[config.mk]
export PLATFORM = sky130hd
export DESIGN_NAME = mem_arbiter
export DESIGN_NICKNAME = d
export VERILOG_FILES = /design/src/rtl/mem_arbiter.sv
export SDC_FILE = /design/constraint.sdc
export NUM_CORES = 1
export LEC_CHECK = 0
export BUFFER_PORTS_ARGS = -buffer_cell sky130_fd_sc_hd__buf_2
export CAP_MARGIN = 20
export CORE_ASPECT_RATIO = 1.25
export CORE_MARGIN = 4
export CORE_UTILIZATION = 52
export DETAILED_ROUTE_END_ITERATION = 6
export PLACE_DENSITY_LB_ADDON = 0.08
export SLEW_MARGIN = 20
export SYNTH_ARGS = -nofsm -noshare
export SYNTH_HDL_FRONTEND = slang
export SYNTH_SLANG_ARGS = --single-unit
export TNS_END_PERCENT = 50
[constraint.sdc]
create_clock -name clk -period 3.5 [get_ports clk]
set_input_delay 0.35 -clock clk [delete_from_list [all_inputs] [get_ports clk]]
set_output_delay 0.35 -clock clk [all_outputs]
set_load 0.05 [all_outputs]
[src/rtl/mem_arbiter.sv]
// Shares one fixed-latency single-port memory between the I-fetch fill path and the
// D path (block fills and write-through stores). D has fixed priority over I.
module mem_arbiter #(
    parameter int ADDR_W      = 16,
    parameter int DATA_W      = 16,
    parameter int MEM_LAT     = 4,
    parameter int BLOCK_WORDS = 8
) (
    input  logic                           clk,
    input  logic                           rst,
    input  logic                           i_req,
    input  logic [ADDR_W-1:0]              i_addr,
    input  logic                           d_req,
    input  logic                           d_wr,
    input  logic [ADDR_W-1:0]              d_addr,
    input  logic [DATA_W-1:0]              d_wdata,
    output logic                           mem_en,
    output logic                           mem_wr,
    output logic [ADDR_W-1:0]              mem_addr,
    output logic [DATA_W-1:0]              mem_wdata,
    input  logic [DATA_W-1:0]              mem_rdata,
    output logic [DATA_W-1:0]              fill_data,
    output logic [$clog2(BLOCK_WORDS)-1:0] fill_idx,
    output logic                           i_fill_valid,
    output logic                           d_fill_valid,
    output logic                           i_done,
    output logic                           d_done,
    output logic                           busy
);

    localparam int IDX_W = $clog2(BLOCK_WORDS);
    localparam logic [IDX_W:0]   ISS_END  = (IDX_W+1)'(BLOCK_WORDS);
    localparam logic [IDX_W-1:0] LAST_IDX = IDX_W'(BLOCK_WORDS - 1);

    typedef enum logic [1:0] {
        IDLE  = 2'd0,
        FILL  = 2'd1,
        WRITE = 2'd2
    } state_t;

    state_t              state_q;
    logic                owner_d_q;
    logic [ADDR_W-1:0]   base_q;
    logic [IDX_W:0]      iss_cnt_q;
    logic [IDX_W-1:0]    ret_cnt_q;
    logic                mem_en_q;
    logic                mem_wr_q;
    logic [ADDR_W-1:0]   mem_addr_q;
    logic [DATA_W-1:0]   mem_wdata_q;
    logic [IDX_W-1:0]    fill_idx_q;
    logic [DATA_W-1:0]   fill_hold_q;
    logic                i_fv_q;
    logic                d_fv_q;
    logic                i_done_q;
    logic                d_done_q;

    logic                rd_issue;
    logic                ret_next;
    logic [ADDR_W-1:0]   req_addr_d;
    logic [ADDR_W-1:0]   req_base_d;

    function automatic logic [ADDR_W-1:0] block_base(input logic [ADDR_W-1:0] a);
        return a & ~ADDR_W'(2 * BLOCK_WORDS - 1);
    endfunction

    assign rd_issue   = mem_en_q & ~mem_wr_q;
    assign req_addr_d = d_req ? d_addr : i_addr;
    assign req_base_d = block_base(req_addr_d);

    // ret_next is high one cycle before a word's latency elapses, so the
    // valid/idx registers line up exactly with mem_rdata.
    if (MEM_LAT == 1) begin : g_lat1
        assign ret_next = rd_issue;
    end else begin : g_latn
        logic [MEM_LAT-2:0] lat_q;
        always_ff @(posedge clk) begin
            if (rst) begin
                lat_q <= '0;
            end else begin
                lat_q <= (lat_q << 1) | (MEM_LAT-1)'(rd_issue);
            end
        end
        assign ret_next = lat_q[MEM_LAT-2];
    end

    always_ff @(posedge clk) begin
        if (rst) begin
            state_q     <= IDLE;
            owner_d_q   <= 1'b0;
            base_q      <= '0;
            iss_cnt_q   <= '0;
            ret_cnt_q   <= '0;
            mem_en_q    <= 1'b0;
            mem_wr_q    <= 1'b0;
            mem_addr_q  <= '0;
            mem_wdata_q <= '0;
            fill_idx_q  <= '0;
            fill_hold_q <= '0;
            i_fv_q      <= 1'b0;
            d_fv_q      <= 1'b0;
            i_done_q    <= 1'b0;
            d_done_q    <= 1'b0;
        end else begin
            mem_en_q    <= 1'b0;
            mem_wr_q    <= 1'b0;
            i_fv_q      <= 1'b0;
            d_fv_q      <= 1'b0;
            i_done_q    <= 1'b0;
            d_done_q    <= 1'b0;
            fill_hold_q <= fill_data;

            if (ret_next) begin
                fill_idx_q <= ret_cnt_q;
                ret_cnt_q  <= ret_cnt_q + IDX_W'(1);
                i_fv_q     <= ~owner_d_q;
                d_fv_q     <= owner_d_q;
                if (ret_cnt_q == LAST_IDX) begin
                    i_done_q <= ~owner_d_q;
                    d_done_q <= owner_d_q;
                end
            end

            unique case (state_q)
                IDLE: begin
                    if (d_req && d_wr) begin
                        state_q     <= WRITE;
                        owner_d_q   <= 1'b1;
                        mem_en_q    <= 1'b1;
                        mem_wr_q    <= 1'b1;
                        mem_addr_q  <= d_addr & ~ADDR_W'(1);
                        mem_wdata_q <= d_wdata;
                        d_done_q    <= 1'b1;
                    end else if (d_req || i_req) begin
                        // Word 0 is issued straight out of IDLE; FILL issues the rest.
                        state_q    <= FILL;
                        owner_d_q  <= d_req;
                        base_q     <= req_base_d;
                        mem_en_q   <= 1'b1;
                        mem_addr_q <= req_base_d;
                        iss_cnt_q  <= (IDX_W+1)'(1);
                    end
                end
                FILL: begin
                    if (iss_cnt_q != ISS_END) begin
                        mem_en_q   <= 1'b1;
                        mem_addr_q <= base_q + ADDR_W'({iss_cnt_q[IDX_W-1:0], 1'b0});
                        iss_cnt_q  <= iss_cnt_q + (IDX_W+1)'(1);
                    end
                    if (i_done_q || d_done_q) begin
                        state_q   <= IDLE;
                        iss_cnt_q <= '0;
                    end
                end
                WRITE: begin
                    state_q <= IDLE;
                end
                default: begin
                    state_q <= IDLE;
                end
            endcase
        end
    end

    // Returned words pass straight through; the held copy covers non-valid cycles.
    assign fill_data    = (i_fv_q || d_fv_q) ? mem_rdata : fill_hold_q;
    assign fill_idx     = fill_idx_q;
    assign i_fill_valid = i_fv_q;
    assign d_fill_valid = d_fv_q;
    assign i_done       = i_done_q;
    assign d_done       = d_done_q;
    assign mem_en       = mem_en_q;
    assign mem_wr       = mem_wr_q;
    assign mem_addr     = mem_addr_q;
    assign mem_wdata    = mem_wdata_q;
    assign busy         = (state_q != IDLE);

endmodule

==> reports/metrics.yaml <==
run_status:
  run_status: "finished clean"
timing:
  drv_slew: 0
  skew_ps: 5.89
  period_share: 0.621
  finalSetupViolations: 0
  fin_ws_ps: 1330
  rsz0062_at_grt: "false"
  slew_headroom: 0.407
  worstMarginPinSlew_ps: 889
  fin_setup_tns_ps: 0
  finalHoldViolCount: 0
  min_period_ps: 2170
  fmax_ghz: 0.460
setup_path:
  setup.worst_path.start_class: "flip-flop"
  cp.required_ps: 3710
  crit_path_end_kind: "flip-flop"
  path_max_fanout: 16
  cp.arrival_ps: 2380
  worstSetupPathType: "flip-flop to flip-flop"
power_and_ir_drop:
  p_seq_frac: 0.487
  switching_power_uw: 625
  power_leakage_uw: 0.00193
  p_sw_frac: 0.302
  clock_power_share: 0.322
  p_comb_frac: 0.191
  p_per_area_nw_per_um2: 502
  intPower_uw: 1450
  ir_worst_vdd_v: 0.000322
cells_and_area:
  diodes: 0
  mostFrequentLayoutCell: "buf_2"
  mostFrequentLayoutCells: "120 x buf_2, 81 x dfxtp_1, 52 x nand2_1"
  fin_nets: 533
  layout-drive-gt1-share: 0.389
  syn_to_final_growth_pct: 23.2
global_route:
  gr-usage-all-layers: 0.185
  grt-ovfl-total: 0
  grt_pass1_wl_um: 11600
  antenna_found_initial: 0
  grt_pass1_vias: 2645
  grt_max_degree: 39
drt:
  drt-met1-wl_um: 2850
  maxUsedRoutingLayer: "met4"
  drc: 0
  drt_wl_total_um: 7010
  wl_per_cell_um: 12.7
  num_vias: 2759
  first_iter_violations: 92
  drt_first_pass_iters: 4
  drt-vias-per-instance: 5.02
  met2_wirelength_um: 3480
  postRouteAntennaNets: 0
  wl_met3_um: 542
yosys:
  synth_area_sq_um: 3350
  synth_area_per_cell_sq_um: 9.55
  synthArstFlopShare: 0
  synth.top_cell.area_share: 0.484
  synth_nets: 424
  synth_top_area_cell: "dfxtp_1"
  synth_edf_count: 0
  ys_types: 45
  seq_area_frac_synth: 0.484
  ys.warnings.count: 0
  synth_top_cells_by_area: "dfxtp_1 48%, nand2_1 5.8%, mux2_2 5.4%"
  ys_ff_latch: 81
  synth_ff_type: "dfxtp_1"
  syn_inst: 351
clocking:
  cts.sinks: 81
  insertion_delay_ps: 350
  cts_tree: "built"
  numCtsBuffers: 9
  cts_resized: 0
  clockBufferDepth: 2
  htreeDepth: 3
  post-cts-setup-buffer-count: 0
  clkTransAtPathRegs_ps: 80
  holdBufCountCts: 0
  root_buffer: "clkbuf_8"
die:
  core_sq_um: 6210
  die_area_sq_um: 7800
  io_pins: 127
  die_h_um: 97.7
  die_x_um: 79.8
  start_util: 0.540
  fp-row-count: 32
placement:
  port_buffers: 120
  routabilityCongestion: 0.762
  pre_cts_ws_ps: 1340
  dp_hpwl_um: 4980
flow_run:
  maxCapViolCount: 0
hold_path:
  hp-class: "primary input to flip-flop"
## per-layer routing
layer | GRT usage | vias to the layer above
met4 | 0.0793 | 0
met3 | 0.0517 | 12
met2 | 0.331 | 88
li1 | - | 1419
met1 | 0.200 | 1240
met5 | 0 | -
## worst paths after layout
path	start	to	slack (ps)	cells past startpoint
max	iss_cnt_q[0]	mem_addr[2]	1330	6
min reg2reg	mem_wr	g_latn.lat_q[0]	420	1
max reg2reg	iss_cnt_q[0]	mem_addr[2]	1330	6
min	d_wdata[6]	mem_wdata[6]	230	3
## cell usage after synthesis, types with 2 or more instances
| library cell | n |
|---|---|
| a211oi_1 | 12 |
| a21oi_1 | 22 |
| a21oi_2 | 9 |
| a221oi_2 | 3 |
| and2_1 | 17 |
| and3_1 | 3 |
| buf_2 | 9 |
| buf_4 | 4 |
| clkbuf_1 | 7 |
| dfxtp_1 | 81 |
| ha_1 | 4 |
| inv_1 | 5 |
| mux2_2 | 16 |
| mux2i_1 | 17 |
| nand2_1 | 52 |
| nand2_2 | 9 |
| nand2b_1 | 3 |
| nand3_1 | 4 |
| nor2_1 | 29 |
| nor2_2 | 2 |
| nor2b_1 | 2 |
| nor3_1 | 4 |
| nor3b_1 | 3 |
| o211ai_1 | 12 |
| o21ai_0 | 2 |
## state kept, by name, summed over array words and instances (netlist names), 2 cells and up
name          cells
base_q           12
fill_hold_q      16
fill_idx          3
g_latn.lat_q      3
iss_cnt_q         4
mem_addr         15
mem_wdata        16
ret_cnt_q         3
state_q           2
## cell type report
| cell class | instances | area [sq um] |
|---|---|---|
| clock buffers | 11 | 141 |
| clock inverters | 5 | 55.1 |
| fillers | 552 | 2080 |
| inverters | 5 | 18.8 |
| multi-input cells | 241 | 1570 |
| flip-flops and latches | 81 | 1620 |
| well taps | 85 | 106 |
| repair buffers | 122 | 616 |
## worst max-delay path, cell delays in order (launching register included)
cell      delay (ps)
dfxtp_1          440
inv_1             70
ha_1             220
and4b_4          230
or3_1            710
a221oi_2         300
nor3_1            70
## power by group through the flow
stage	combinational, uW	sequential, uW	clock, uW
floorplan	207	1130	0
global placement	394	1030	0
detailed placement	400	1030	0
CTS	401	1010	689
global route	434	1010	724
finish	397	1010	667
## cell families (layout without fill, tap and decap cells)
kind of cell | after synthesis | after routing | share of synthesized area
other cells | 1 | 1 | 0.00112
flops | 81 | 81 | 0.484
buf+inv | 29 | 143 | 0.0478
mux | 33 | 33 | 0.105
simple gates | 134 | 134 | 0.195
fa+ha+maj | 4 | 4 | 0.0149
compound gates | 68 | 68 | 0.150
xor+xnor | 1 | 1 | 0.00261
## per-stage QoR
stage	total power, uW	cells	util	hold slack (ps)	cell area, sq um
floorplan	1340	351	-	414	3350
global placement	1420	534	0.633	396	3930
detailed placement	1430	534	0.633	410	3930
CTS	2100	550	0.665	211	4130
global route	2170	550	0.665	225	4130
finish	2070	550	0.665	230	4130
Note: power is estimated with default switching activity, not from simulation.
